--- config.mk ---
export PLATFORM = sky130hd
export DESIGN_NAME = addsub_acc_flat
export DESIGN_NICKNAME = d
export VERILOG_FILES = /design/src/rtl/addsub_acc_if.sv /design/src/rtl/addsub_acc.sv /design/src/flat_wrapper.sv
export SDC_FILE = /design/constraint.sdc
export NUM_CORES = 1
export LEC_CHECK = 0
export CAP_MARGIN = 20
export CELL_PAD_IN_SITES_DETAIL_PLACEMENT = 0
export CELL_PAD_IN_SITES_GLOBAL_PLACEMENT = 1
export CORE_ASPECT_RATIO = 1.4
export CORE_UTILIZATION = 29
export CTS_CLUSTER_DIAMETER = 50
export DETAILED_ROUTE_END_ITERATION = 8
export PLACE_DENSITY = 0.85
export SKIP_CTS_REPAIR_TIMING = 1
export SYNTH_ARGS = -nofsm -noshare
export SYNTH_HDL_FRONTEND = slang
export SYNTH_SLANG_ARGS = --single-unit
--- constraint.sdc ---
create_clock -name CLK -period 3.3 [get_ports CLK]
set_input_delay 0.99 -clock CLK [delete_from_list [all_inputs] [get_ports CLK]]
set_output_delay 0.99 -clock CLK [all_outputs]
set_load 0.1 [all_outputs]
--- src/rtl/addsub_acc_if.sv ---
// rtl/addsub_acc_if.sv - operand/result bundle for the registered add/sub accumulator
interface addsub_acc_if #(
   parameter int WIDTH = 9
);
   logic             CLR;
   logic             IN_VLD;
   logic             ACC;
   logic             ADD;
   logic             CI;
   logic [WIDTH-1:0] A;
   logic [WIDTH-1:0] B;
   logic             OUT_VLD;
   logic [WIDTH-1:0] S;
   logic             CO;
   logic             OFL;
   logic             SAT_HIT;
   logic             OFL_STKY;

   modport master (
      output CLR, IN_VLD, ACC, ADD, CI, A, B,
      input  OUT_VLD, S, CO, OFL, SAT_HIT, OFL_STKY
   );

   modport slave (
      input  CLR, IN_VLD, ACC, ADD, CI, A, B,
      output OUT_VLD, S, CO, OFL, SAT_HIT, OFL_STKY
   );
endinterface

--- src/rtl/addsub_acc.sv ---
// rtl/addsub_acc.sv - registered add/sub with accumulate, optional clamping and sticky overflow
module addsub_acc #(
   parameter int WIDTH  = 9,
   parameter bit SIGNED = 1'b1,
   parameter bit SAT    = 1'b1
) (
   input  logic         CLK,
   input  logic         RST_N,
   addsub_acc_if.slave  bus
);
   localparam logic [WIDTH-1:0] SMAX = {1'b0, {(WIDTH-1){1'b1}}};
   localparam logic [WIDTH-1:0] SMIN = {1'b1, {(WIDTH-1){1'b0}}};
   localparam logic [WIDTH-1:0] UMAX = {WIDTH{1'b1}};

   logic [WIDTH-1:0] s_q, s_d;
   logic             co_q, co_d;
   logic             ofl_q, ofl_d;
   logic             hit_q, hit_d;
   logic             stky_q, stky_d;
   logic             vld_q, vld_d;

   logic [WIDTH-1:0] x;
   logic [WIDTH-1:0] b_eff;
   logic [WIDTH:0]   raw;
   logic             ofl;
   logic             oor;
   logic [WIDTH-1:0] clamp;

   // The left operand comes straight from the result register, so accumulation runs back-to-back.
   always_comb begin
      x     = bus.ACC ? s_q : bus.A;
      b_eff = bus.ADD ? bus.B : ~bus.B;
      raw   = {1'b0, x} + {1'b0, b_eff} + {{WIDTH{1'b0}}, bus.CI};
      ofl   = (x[WIDTH-1] == b_eff[WIDTH-1]) && (raw[WIDTH-1] != x[WIDTH-1]);
      if (SIGNED) begin
         oor   = ofl;
         clamp = x[WIDTH-1] ? SMIN : SMAX;
      end else begin
         oor   = bus.ADD ? raw[WIDTH] : ~raw[WIDTH];
         clamp = bus.ADD ? UMAX : '0;
      end
   end

   always_comb begin
      s_d    = s_q;
      co_d   = co_q;
      ofl_d  = ofl_q;
      hit_d  = hit_q;
      stky_d = stky_q;
      vld_d  = 1'b0;
      if (bus.CLR) begin
         s_d    = '0;
         co_d   = 1'b0;
         ofl_d  = 1'b0;
         hit_d  = 1'b0;
         stky_d = 1'b0;
      end else if (bus.IN_VLD) begin
         vld_d  = 1'b1;
         co_d   = raw[WIDTH];
         ofl_d  = ofl;
         stky_d = stky_q | oor;
         if (SAT && oor) begin
            s_d   = clamp;
            hit_d = 1'b1;
         end else begin
            s_d   = raw[WIDTH-1:0];
            hit_d = 1'b0;
         end
      end
   end

   always_ff @(posedge CLK) begin
      if (!RST_N) begin
         s_q    <= '0;
         co_q   <= 1'b0;
         ofl_q  <= 1'b0;
         hit_q  <= 1'b0;
         stky_q <= 1'b0;
         vld_q  <= 1'b0;
      end else begin
         s_q    <= s_d;
         co_q   <= co_d;
         ofl_q  <= ofl_d;
         hit_q  <= hit_d;
         stky_q <= stky_d;
         vld_q  <= vld_d;
      end
   end

   assign bus.S        = s_q;
   assign bus.CO       = co_q;
   assign bus.OFL      = ofl_q;
   assign bus.SAT_HIT  = hit_q;
   assign bus.OFL_STKY = stky_q;
   assign bus.OUT_VLD  = vld_q;
endmodule

--- src/flat_wrapper.sv ---
// flat-port wrapper written by rule: the top's interface ports become plain ports
module addsub_acc_flat 
#(
   parameter int WIDTH  = 9,
   parameter bit SIGNED = 1'b1,
   parameter bit SAT    = 1'b1
)
  (CLK, RST_N, bus_CLR, bus_IN_VLD, bus_ACC, bus_ADD, bus_CI, bus_A, bus_B, bus_OUT_VLD, bus_S, bus_CO, bus_OFL, bus_SAT_HIT, bus_OFL_STKY);
  addsub_acc_if #(.WIDTH(WIDTH)) bus_i ();
  input  logic CLK;
  input  logic RST_N;
  input wire logic [$bits(bus_i.CLR)-1:0] bus_CLR;
  input wire logic [$bits(bus_i.IN_VLD)-1:0] bus_IN_VLD;
  input wire logic [$bits(bus_i.ACC)-1:0] bus_ACC;
  input wire logic [$bits(bus_i.ADD)-1:0] bus_ADD;
  input wire logic [$bits(bus_i.CI)-1:0] bus_CI;
  input wire logic [$bits(bus_i.A)-1:0] bus_A;
  input wire logic [$bits(bus_i.B)-1:0] bus_B;
  output wire logic [$bits(bus_i.OUT_VLD)-1:0] bus_OUT_VLD;
  output wire logic [$bits(bus_i.S)-1:0] bus_S;
  output wire logic [$bits(bus_i.CO)-1:0] bus_CO;
  output wire logic [$bits(bus_i.OFL)-1:0] bus_OFL;
  output wire logic [$bits(bus_i.SAT_HIT)-1:0] bus_SAT_HIT;
  output wire logic [$bits(bus_i.OFL_STKY)-1:0] bus_OFL_STKY;
  assign bus_i.CLR = bus_CLR;
  assign bus_i.IN_VLD = bus_IN_VLD;
  assign bus_i.ACC = bus_ACC;
  assign bus_i.ADD = bus_ADD;
  assign bus_i.CI = bus_CI;
  assign bus_i.A = bus_A;
  assign bus_i.B = bus_B;
  assign bus_OUT_VLD = bus_i.OUT_VLD;
  assign bus_S = bus_i.S;
  assign bus_CO = bus_i.CO;
  assign bus_OFL = bus_i.OFL;
  assign bus_SAT_HIT = bus_i.SAT_HIT;
  assign bus_OFL_STKY = bus_i.OFL_STKY;
  addsub_acc #(.WIDTH(WIDTH), .SIGNED(SIGNED), .SAT(SAT)) u_core (.CLK(CLK), .RST_N(RST_N), .bus(bus_i));
endmodule
==> impl_metrics.tcl <==
set metrics [dict create \
    synth_ff_type "dfxtp_1" \
    crit_required_ns 3.43 \
    hold_class "reg2reg" \
    yosysWarnings 0 \
    syn_to_final_growth_pct 58.94 \
    totalPowerFinal_mw 0.7184 \
    first_pass_iters 4 \
    yosysSeqAreaShare_pct 23.99 \
    seqCellArea_um2 260.3 \
    coreArea_um2 3472 \
    placed_area_um2 1555 \
    cp_cell_sequence "clkdlybuf4s50_1 > mux2_2 > fa_2 > fa_2 > nand3_1 > a21o_1 > o211a_4 > mux2i_2 > nand2_1" \
    fin_crit_sh_pct 97.61 \
    synth_cell_types 35 \
    setup_viol 0 \
    grt_antenna_before_repair 0 \
    hp-start "u_core.bus.OFL_STKY$_SDFFE_PP0P_" \
    cts_tree "done" \
    crit_buf_inv 1 \
    place_ws_ns -0.2782 \
    clkSinkCount 13 \
    clockRootBuffer "clkbuf_8" \
    cp-start-kind "input port" \
    critPathLaunch "bus_ACC" \
    synth_edf_count 0 \
    final_cell_mix "buf_4 (30), clkdlybuf4s50_1 (24), nand2_1 (13), dfxtp_1 (13), o21ai_0 (11)" \
    cts_made_buffers 3 \
    synthCells 121 \
    hold_depth 2 \
    drt_iter0_drc 13 \
    die_h_um 74.37 \
    layout.nets 211 \
    drc 0 \
    maxCapViolations 0 \
    power_density_nw_per_um2 416.6 \
    num_vias 1086 \
    ios 39 \
    cp_top_family "adder cells" \
    grt_max_degree 17 \
    wl_per_cell_um 13.41 \
    tightest_slew_ns 0.4980 \
    ir_worst_vdd_mv 0.2603 \
    viasPerCell 5.051 \
    cp-end-kind "flip-flop" \
    multiInputGateArea_um2 884.6 \
    clk_latency_ns 0.25 \
    hold_slack_ns 0.4543 \
    ff2ff_path_depth 8 \
    wl_mm 2.883 \
    critPathMostFrequentCell "fa_2" \
    cp.depth 9 \
    slowest_stage "clkdlybuf4s50_1" \
    grt_overflow 0 \
    track_usage_pct 15.27 \
    final_common_cell "buf_4" \
    grt_pass1_wl_mm 4.436 \
    status "finished, final reports clean" \
    design_area_um2 1724 \
    grt_pass1_vias 1072 \
    p_leak_nw 0.7206 \
    max_stage_delay_ns 0.51 \
    clock.fmax_mhz 310.4 \
    detailed_place_hpwl_mm 2.318 \
    ys_ff_latch 13 \
    drt.antenna.violating_nets 0 \
    fin_ws_ns 0.07879 \
    finClkSkew_ns 0.001707 \
    maxSlewViolCount 0 \
    fp.dieW_um 53.69 \
    finalHoldViolations 0 \
    die_area_um2 3993 \
    relSlewSlack_pct 66.70 \
    fillers 340 \
    syn_area_um2 1085 \
    cts_max_level 1 \
    synth_fp_nets 156 \
    portBuffers 38 \
    arrival_ns 3.35 \
    synth.avg_cell_area_um2 8.965 \
    clockBufferDepth 2 \
    start_util_pct 31.24 \
    gp_congestion 0.7799 \
    rows 25 \
    layout-drive-gt1-share_pct 36.57 \
    r2r_start "u_core.bus.S[0]$_SDFFE_PP0P_" \
    async_reset_ff_share_pct 0 \
    period_needed_ns 3.221 \
    cp_max_fo 4 \
    n_antenna_cell 0 \
    crit_type "in2reg" \
    clk_pin_slew_worst_paths_ns 0.05 \
]
logic make-up (layout without fill, tap and decap cells):
logic type	count (synthesis)	count (layout)	synth area share, %
multiplexers	10	10	10.50
adder cells (fa/ha/maj)	10	10	12.92
XOR/XNOR	14	14	11.30
AND/OR/NAND/NOR	26	26	10.61
flip-flops	13	13	23.99
AO/OA/AOI/OAI	41	41	27.22
buffers and inverters	7	61	3.461
state kept, by name (all words and copies together), names as in the netlist:
| register | flops |
|---|---|
| u_core.bus.SAT_HIT | 1 |
| u_core.bus.OUT_VLD | 1 |
| u_core.bus.CO | 1 |
| u_core.bus.S | 9 |
| u_core.bus.OFL_STKY | 1 |
per-layer routing:
metal,routed length (µm),GRT usage [%]
met5,0,0
met3,118,1.227
met1,1119,15.67
met4,82,8.772
met2,1562,28.81
worst reg2reg max path, stage by stage (launching register included):
cell     delay (ns)
dfxtp_1        0.32
mux2_2         0.27
fa_2           0.36
fa_2           0.36
nand3_1        0.11
a21o_1         0.18
o211a_4        0.20
mux2i_2        0.23
nand2_1        0.07
where the power goes:
group | switching [mW] | total (mW) | internal [mW]
logic | 0.226 | 0.402 | 0.177
registers | 0.00694 | 0.174 | 0.168
clock network | 0.0561 | 0.141 | 0.0853
cell usage after synthesis, types with 2 or more instances:
| library cell | instances | area share [%] |
|---|---|---|
| a21oi_1 | 11 | 5.1 |
| a21oi_2 | 5 | 4.0 |
| clkbuf_1 | 3 | 1.0 |
| dfxtp_1 | 13 | 24 |
| fa_1 | 2 | 3.7 |
| ha_1 | 8 | 9.2 |
| inv_1 | 2 | 0.69 |
| mux2_2 | 8 | 8.3 |
| nand2_1 | 13 | 4.5 |
| nand3_1 | 2 | 0.92 |
| nand3b_1 | 2 | 1.4 |
| nor2_1 | 6 | 2.1 |
| o21ai_0 | 12 | 5.5 |
| xnor2_1 | 10 | 8.1 |
| xor2_1 | 4 | 3.2 |
metrics by stage:
step | cells | utilization [%] | TNS (ns)
finish | 215 | 49.66 | 0
global route | 215 | 49.66 | -0.01833
CTS | 212 | 46.09 | -0.2198
detailed placement | 208 | 44.79 | -2.929
global placement | 208 | 44.79 | -2.444
floorplan | 121 | - | 0
worst paths after layout:
| path | to | slack [ns] |
|---|---|---|
| worst max-delay path | u_core.bus.OFL_STKY$_SDFFE_PP0P_ | 0.08 |
| worst min register to register | u_core.bus.OFL_STKY$_SDFFE_PP0P_ | 0.45 |
| worst max register to register | u_core.bus.OFL_STKY$_SDFFE_PP0P_ | 1.09 |
| worst min-delay path | u_core.bus.OFL_STKY$_SDFFE_PP0P_ | 0.45 |
area by class of cell:
type,count,area share [%]
multi-input combinational,101,51.31
timing repair buffer,55,27.65
sequential,13,15.09
tap,40,2.903
clock buffer,4,2.612
inverter,2,0.4354
Note: power is estimated with default switching activity, not from simulation.
